`src/rtl/pipeline_stall_ctrl_if.sv`:
```
// pipeline_stall_ctrl_if: fetch/interlock inputs and IF/OF, OF/EX latch outputs of the stall controller
interface pipeline_stall_ctrl_if #(parameter int XLEN = 32);
  logic            is_data_interlock;
  logic            is_branch_taken;
  logic [XLEN-1:0] if_ir;
  logic [XLEN-1:0] if_pc;
  logic            pc_we;
  logic [XLEN-1:0] of_ir;
  logic [XLEN-1:0] of_pc;
  logic            of_valid;
  logic [XLEN-1:0] ex_ir;
  logic [XLEN-1:0] ex_pc;
  logic            ex_valid;
  logic            stall_o;
  logic            flush_o;
  logic            stall_timeout;
  modport master (
    output is_data_interlock, is_branch_taken, if_ir, if_pc,
    input  pc_we, of_ir, of_pc, of_valid, ex_ir, ex_pc, ex_valid, stall_o, flush_o, stall_timeout
  );
  modport slave (
    input  is_data_interlock, is_branch_taken, if_ir, if_pc,
    output pc_we, of_ir, of_pc, of_valid, ex_ir, ex_pc, ex_valid, stall_o, flush_o, stall_timeout
  );
endinterface

```
`src/rtl/pipeline_stall_ctrl.sv`:
```
// pipeline_stall_ctrl: load-use stall / branch flush control of the IF/OF and OF/EX latches.
// Optional STALL_PERF_CNT_EN adds free-running stall-cycle and flush-event counters.
module pipeline_stall_ctrl #(
  parameter int              XLEN      = 32,
  parameter int              MAX_STALL = 4,
  parameter logic [XLEN-1:0] NOP_IR    = 32'h68000000
) (
  input  logic                 clk,
  input  logic                 reset_n,
  pipeline_stall_ctrl_if.slave p
`ifdef STALL_PERF_CNT_EN
  ,
  output logic [31:0]          perf_stall_cycles,
  output logic [31:0]          perf_flush_events
`endif
);
  typedef enum logic [1:0] {RUN, STALL, FLUSH} state_t;
  localparam logic [3:0] MAX_CNT = 4'(MAX_STALL);
  state_t     state, state_nx;
  logic       do_flush, do_stall;
  logic [3:0] stall_cnt, cnt_nx;
  // A squashed instruction in OF has no real sources, so its interlock is ignored.
  always_comb begin
    do_flush  = p.is_branch_taken;
    do_stall  = p.is_data_interlock && p.of_valid && !p.is_branch_taken;
    state_nx  = do_flush ? FLUSH : do_stall ? STALL : RUN;
    cnt_nx    = !do_stall ? 4'd0 : (stall_cnt == 4'hf) ? stall_cnt : stall_cnt + 4'd1;
    p.pc_we   = !do_stall;
    p.stall_o = state == STALL;
    p.flush_o = state == FLUSH;
  end
  always_ff @(posedge clk or negedge reset_n) begin
    if (!reset_n) begin
      state           <= RUN;
      stall_cnt       <= 4'd0;
      p.stall_timeout <= 1'b0;
    end else begin
      state           <= state_nx;
      stall_cnt       <= cnt_nx;
      p.stall_timeout <= p.stall_timeout | (cnt_nx >= MAX_CNT);
    end
  end
  always_ff @(posedge clk or negedge reset_n) begin
    if (!reset_n) begin
      p.of_ir    <= NOP_IR;
      p.of_pc    <= '0;
      p.of_valid <= 1'b0;
      p.ex_ir    <= NOP_IR;
      p.ex_pc    <= '0;
      p.ex_valid <= 1'b0;
    end else if (do_flush) begin
      p.of_ir    <= NOP_IR;
      p.of_pc    <= '0;
      p.of_valid <= 1'b0;
      p.ex_ir    <= NOP_IR;
      p.ex_pc    <= '0;
      p.ex_valid <= 1'b0;
    end else if (do_stall) begin
      p.ex_ir    <= NOP_IR;
      p.ex_pc    <= p.of_pc;
      p.ex_valid <= 1'b0;
    end else begin
      p.of_ir    <= p.if_ir;
      p.of_pc    <= p.if_pc;
      p.of_valid <= 1'b1;
      p.ex_ir    <= p.of_ir;
      p.ex_pc    <= p.of_pc;
      p.ex_valid <= p.of_valid;
    end
  end
`ifdef STALL_PERF_CNT_EN
  always_ff @(posedge clk or negedge reset_n) begin
    if (!reset_n) begin
      perf_stall_cycles <= 32'd0;
      perf_flush_events <= 32'd0;
    end else begin
      perf_stall_cycles <= perf_stall_cycles + {31'd0, do_stall};
      perf_flush_events <= perf_flush_events + {31'd0, do_flush};
    end
  end
`endif
endmodule

```
`src/flat_wrapper.sv`:
```
// flat-port wrapper written by rule: the top's interface ports become plain ports
module pipeline_stall_ctrl_flat 
#(
  parameter int              XLEN      = 32,
  parameter int              MAX_STALL = 4,
  parameter logic [XLEN-1:0] NOP_IR    = 32'h68000000
)
  (clk, reset_n, p_is_data_interlock, p_is_branch_taken, p_if_ir, p_if_pc, p_pc_we, p_of_ir, p_of_pc, p_of_valid, p_ex_ir, p_ex_pc, p_ex_valid, p_stall_o, p_flush_o, p_stall_timeout);
  pipeline_stall_ctrl_if #(.XLEN(XLEN)) p_i ();
  input  logic clk;
  input  logic reset_n;
  input wire logic [$bits(p_i.is_data_interlock)-1:0] p_is_data_interlock;
  input wire logic [$bits(p_i.is_branch_taken)-1:0] p_is_branch_taken;
  input wire logic [$bits(p_i.if_ir)-1:0] p_if_ir;
  input wire logic [$bits(p_i.if_pc)-1:0] p_if_pc;
  output wire logic [$bits(p_i.pc_we)-1:0] p_pc_we;
  output wire logic [$bits(p_i.of_ir)-1:0] p_of_ir;
  output wire logic [$bits(p_i.of_pc)-1:0] p_of_pc;
  output wire logic [$bits(p_i.of_valid)-1:0] p_of_valid;
  output wire logic [$bits(p_i.ex_ir)-1:0] p_ex_ir;
  output wire logic [$bits(p_i.ex_pc)-1:0] p_ex_pc;
  output wire logic [$bits(p_i.ex_valid)-1:0] p_ex_valid;
  output wire logic [$bits(p_i.stall_o)-1:0] p_stall_o;
  output wire logic [$bits(p_i.flush_o)-1:0] p_flush_o;
  output wire logic [$bits(p_i.stall_timeout)-1:0] p_stall_timeout;
  assign p_i.is_data_interlock = p_is_data_interlock;
  assign p_i.is_branch_taken = p_is_branch_taken;
  assign p_i.if_ir = p_if_ir;
  assign p_i.if_pc = p_if_pc;
  assign p_pc_we = p_i.pc_we;
  assign p_of_ir = p_i.of_ir;
  assign p_of_pc = p_i.of_pc;
  assign p_of_valid = p_i.of_valid;
  assign p_ex_ir = p_i.ex_ir;
  assign p_ex_pc = p_i.ex_pc;
  assign p_ex_valid = p_i.ex_valid;
  assign p_stall_o = p_i.stall_o;
  assign p_flush_o = p_i.flush_o;
  assign p_stall_timeout = p_i.stall_timeout;
  pipeline_stall_ctrl #(.XLEN(XLEN), .MAX_STALL(MAX_STALL), .NOP_IR(NOP_IR)) u_core (.clk(clk), .reset_n(reset_n), .p(p_i));
endmodule
```
`config.mk`:
```
export PLATFORM = sky130hd
export DESIGN_NAME = pipeline_stall_ctrl_flat
export DESIGN_NICKNAME = d
export VERILOG_FILES = /design/src/rtl/pipeline_stall_ctrl_if.sv /design/src/rtl/pipeline_stall_ctrl.sv /design/src/flat_wrapper.sv
export SDC_FILE = /design/constraint.sdc
export NUM_CORES = 1
export LEC_CHECK = 0
export CAP_MARGIN = 10
export CORE_ASPECT_RATIO = 1.4
export CORE_MARGIN = 2
export CORE_UTILIZATION = 32
export DETAILED_ROUTE_END_ITERATION = 8
export GPL_TIMING_DRIVEN = 0
export HOLD_SLACK_MARGIN = 0.08
export MAX_ROUTING_LAYER = met4
export PLACE_DENSITY = 0.66
export SETUP_SLACK_MARGIN = 0.2
export SLEW_MARGIN = 20
export SYNTH_ARGS = -nofsm -noshare
export SYNTH_HDL_FRONTEND = slang
export SYNTH_SLANG_ARGS = --single-unit
```
`constraint.sdc`:
```
create_clock -name clk -period 1.55 [get_ports clk]
set_input_delay 0.155 -clock clk [delete_from_list [all_inputs] [get_ports clk]]
set_output_delay 0.155 -clock clk [all_outputs]
set_load 0.01 [all_outputs]
```
==> reports/qor.yml <==
ys_seq_area_share_pct: 73.0
dieWidth_microns: 107
cpPeakStageDelay_ns: 0.52
start_util_pct: 32.6
cp_max_fo: 1
finClkSkew_ns: 0.00752
hold_path_depth: 1
power.density_nw_per_um2: 1160
ys_warn_count: 0
swShare_pct: 24.4
crit_chain: "clkdlybuf4s15_1"
synth_seq_cells: 137
cp-start-kind: "flop"
final_area_sq_um: 7440
gr-total-overflow: 0
grt_pass1_vias: 3625
ff_latch_area_sq_um: 3440
reg2reg_depth: 5
max_cap_violations: 0
whs_endpoint: "u_core.state[1]"
r2r_end: "u_core.p.of_pc[17]"
p_leak_uw: 0.00391
place_area_sq_um: 6990
h-tree-depth: 4
tightest_slew_ns: 0.516
wl_per_cell_microns: 16.5
dp_hpwl_mm: 8.71
crit_family: "flip-flops"
slew_violations: 0
internal_power_uw: 6520
worstSetupStartpoint: "u_core.p.ex_ir[29]"
drt_iter0_markers: 92
period_share_pct: 84.3
synth_nets: 379
nets: 605
crit_arrival_ns: 1.15
crit_path_top_delay_cell: "dfstp_2"
status: "completed"
dr_wl_met3_microns: 849
drtPass1Iterations: 4
rows: 52
synthDistinctLibCells: 29
wl_met1_mm: 5.03
syn2layout_area_growth_pct: 58.0
drive_above_1_share_pct: 12.9
routabilityCongestion: 0.760
track_usage_pct: 16.7
regToRegSetupSlack_ns: 0.26
clock_tree.root_cell: "clkbuf_16"
grt_max_degree: 70
cts_buffers: 17
endpoint_kind: "primary output"
synth_area_sq_um: 4710
coreArea_sq_um: 14400
ctsLongestPathBuffers: 2
port_buffers: 201
ant_nets: 0
hp-start: "p_is_branch_taken"
grt_pass1_wl_mm: 19.5
clk_pin_slew_ns: 0.05
grt_antenna_before_repair: 0
p_sw_uw: 2110
critPathKind: "reg -> out"
ir_drop_v: 0.000590
fp.dieArea_sq_um: 15700
antennaDiodeCount: 0
fp.dieH_microns: 148
viasPerCell: 4.57
wl_mm: 12.2
finalHoldViolations: 0
pin_count: 202
finalSetupViolations: 0
grt_setup_unrepaired: "false"
slew-limit-headroom_pct: 65.6
hold_path.class: "in -> reg"
top_layer_used: "met4"
p_comb_share_pct: 10.3
vias: 3376
wl_met2_mm: 6.09
clock-sinks: 137
crit_buf_inv: 1
tns_ns: 0
fin_crit_ns: 1.31
r2r-start: "u_core.p.of_valid"
seqPwrFrac_pct: 44.8
max_freq_mhz: 766
cts_tree: "yes"
postSynthCellCount: 310
cp_data_required_time_ns: 1.39
fillers: 1317
avgSynthCellArea_sq_um: 15.2
drc: 0
insertion_delay_ns: 0.40
multi_input_area_sq_um: 1130
clock_power_share_pct: 44.9
metrics by stage:
stage	hold WS (ns)	power [uW]	util (%)	setup slack [ns]	instances
floorplan	-0.141	4230	-	0.366	310
global placement	0.468	4920	48.2	-4.90	700
detailed placement	0.153	4950	48.4	-0.405	701
CTS	0.267	8720	51.4	0.140	735
global route	0.278	8990	51.5	0.200	738
finish	0.287	8620	51.5	0.244	738
Yosys cell counts:
library cell | count | area, sq um
a211oi_1 | 1 | 7.51
a21oi_2 | 1 | 8.76
a22o_1 | 61 | 534
a31oi_1 | 1 | 6.26
and2_1 | 30 | 188
and2b_1 | 1 | 7.51
buf_2 | 1 | 5.00
buf_4 | 6 | 45.0
buf_6 | 6 | 67.6
clkbuf_1 | 6 | 22.5
dfrtp_1 | 131 | 3280
dfstp_2 | 6 | 158
ha_1 | 1 | 12.5
inv_2 | 1 | 3.75
inv_6 | 1 | 8.76
mux2i_1 | 1 | 10.0
nand2_1 | 3 | 11.3
nand2b_1 | 3 | 18.8
nand3_1 | 2 | 10.0
nand3_4 | 1 | 17.5
nor2_1 | 4 | 15.0
nor2b_1 | 33 | 206
nor3_1 | 1 | 5.00
nor3b_1 | 1 | 7.51
o21ai_0 | 1 | 5.00
o21bai_1 | 1 | 7.51
o22a_1 | 3 | 26.3
o31ai_1 | 1 | 7.51
xnor2_1 | 1 | 8.76
power groups by stage:
stage / Clock (uW) / Sequential [uW] / Combinational, uW
2_1_floorplan: 0 / 4000 / 234
3_3_place_gp: 0 / 3930 / 993
3_5_place_dp: 0 / 3930 / 1020
4_1_cts: 3950 / 3860 / 903
5_1_grt: 4150 / 3880 / 965
6_report: 3880 / 3860 / 888
per-layer routing:
metal	track usage (%)	vias to the layer above
li1	-	1534
met1	20.3	1682
met2	26.3	141
met3	5.34	19
met4	6.23	0
met5	-	-
worst max path at each step:
| stage | depth (start not counted) | endpoint |
|---|---|---|
| final | 1 | p_ex_ir[29] |
| after detailed placement | 4 | p_pc_we |
| after floorplan | 4 | u_core.p.of_pc[31] |
| after CTS | 2 | p_pc_we |
| after global placement | 1 | u_core.p.of_ir[6] |
| after global routing | 4 | u_core.p.of_pc[17] |
layout make-up:
class | instances | share of cell area, %
clock buffer | 18 | 5.90
sequential | 137 | 46.2
timing repair buffer | 207 | 25.5
buffer | 19 | 1.98
clock inverter | 14 | 1.82
tap | 189 | 3.18
multi-input combinational | 152 | 15.2
inverter | 2 | 0.269
state kept, by name (all words and copies together), names as in the netlist:
signal	cells
u_core.p.of_valid	1
u_core.p.ex_pc	32
u_core.stall_cnt	4
u_core.p.ex_valid	1
u_core.p.stall_timeout	1
u_core.p.of_pc	32
u_core.state	2
u_core.p.ex_ir	32
u_core.p.of_ir	32
logic make-up (layout without fill, tap and decap cells):
logic type      Yosys count  after routing  share of synthesized area [%]
flops                   137            137                           73.0
simple gates             79             79                           10.3
compound gates           70             70                           12.8
buf+inv                  21            260                           3.24
fa+ha+maj                 1              1                          0.266
xor+xnor                  1              1                          0.186
mux                       1              1                          0.213
what timing repair did:
item / CTS / global route
endpoints found under the hold margin: 68 / 0
buffers inserted: 1 / 3
pin swaps: 1 / 1
gates cloned: 0 / 0
endpoints found under the setup margin: 213 / 88
hold buffers: 1 / 0
resized for setup: 153 / 12
layout by cell type (no fill, tap or decap), types with 7 or more instances in the layout:
cell,netlist,layout
nor2b_1,33,33
dlygate4sd2_1,0,125
a22o_1,61,61
clkdlybuf4s50_1,0,65
and2_1,30,30
clkbuf_16,0,17
buf_6,6,7
dfrtp_1,131,130
buf_4,6,9
(Power assumes the default switching activity.)
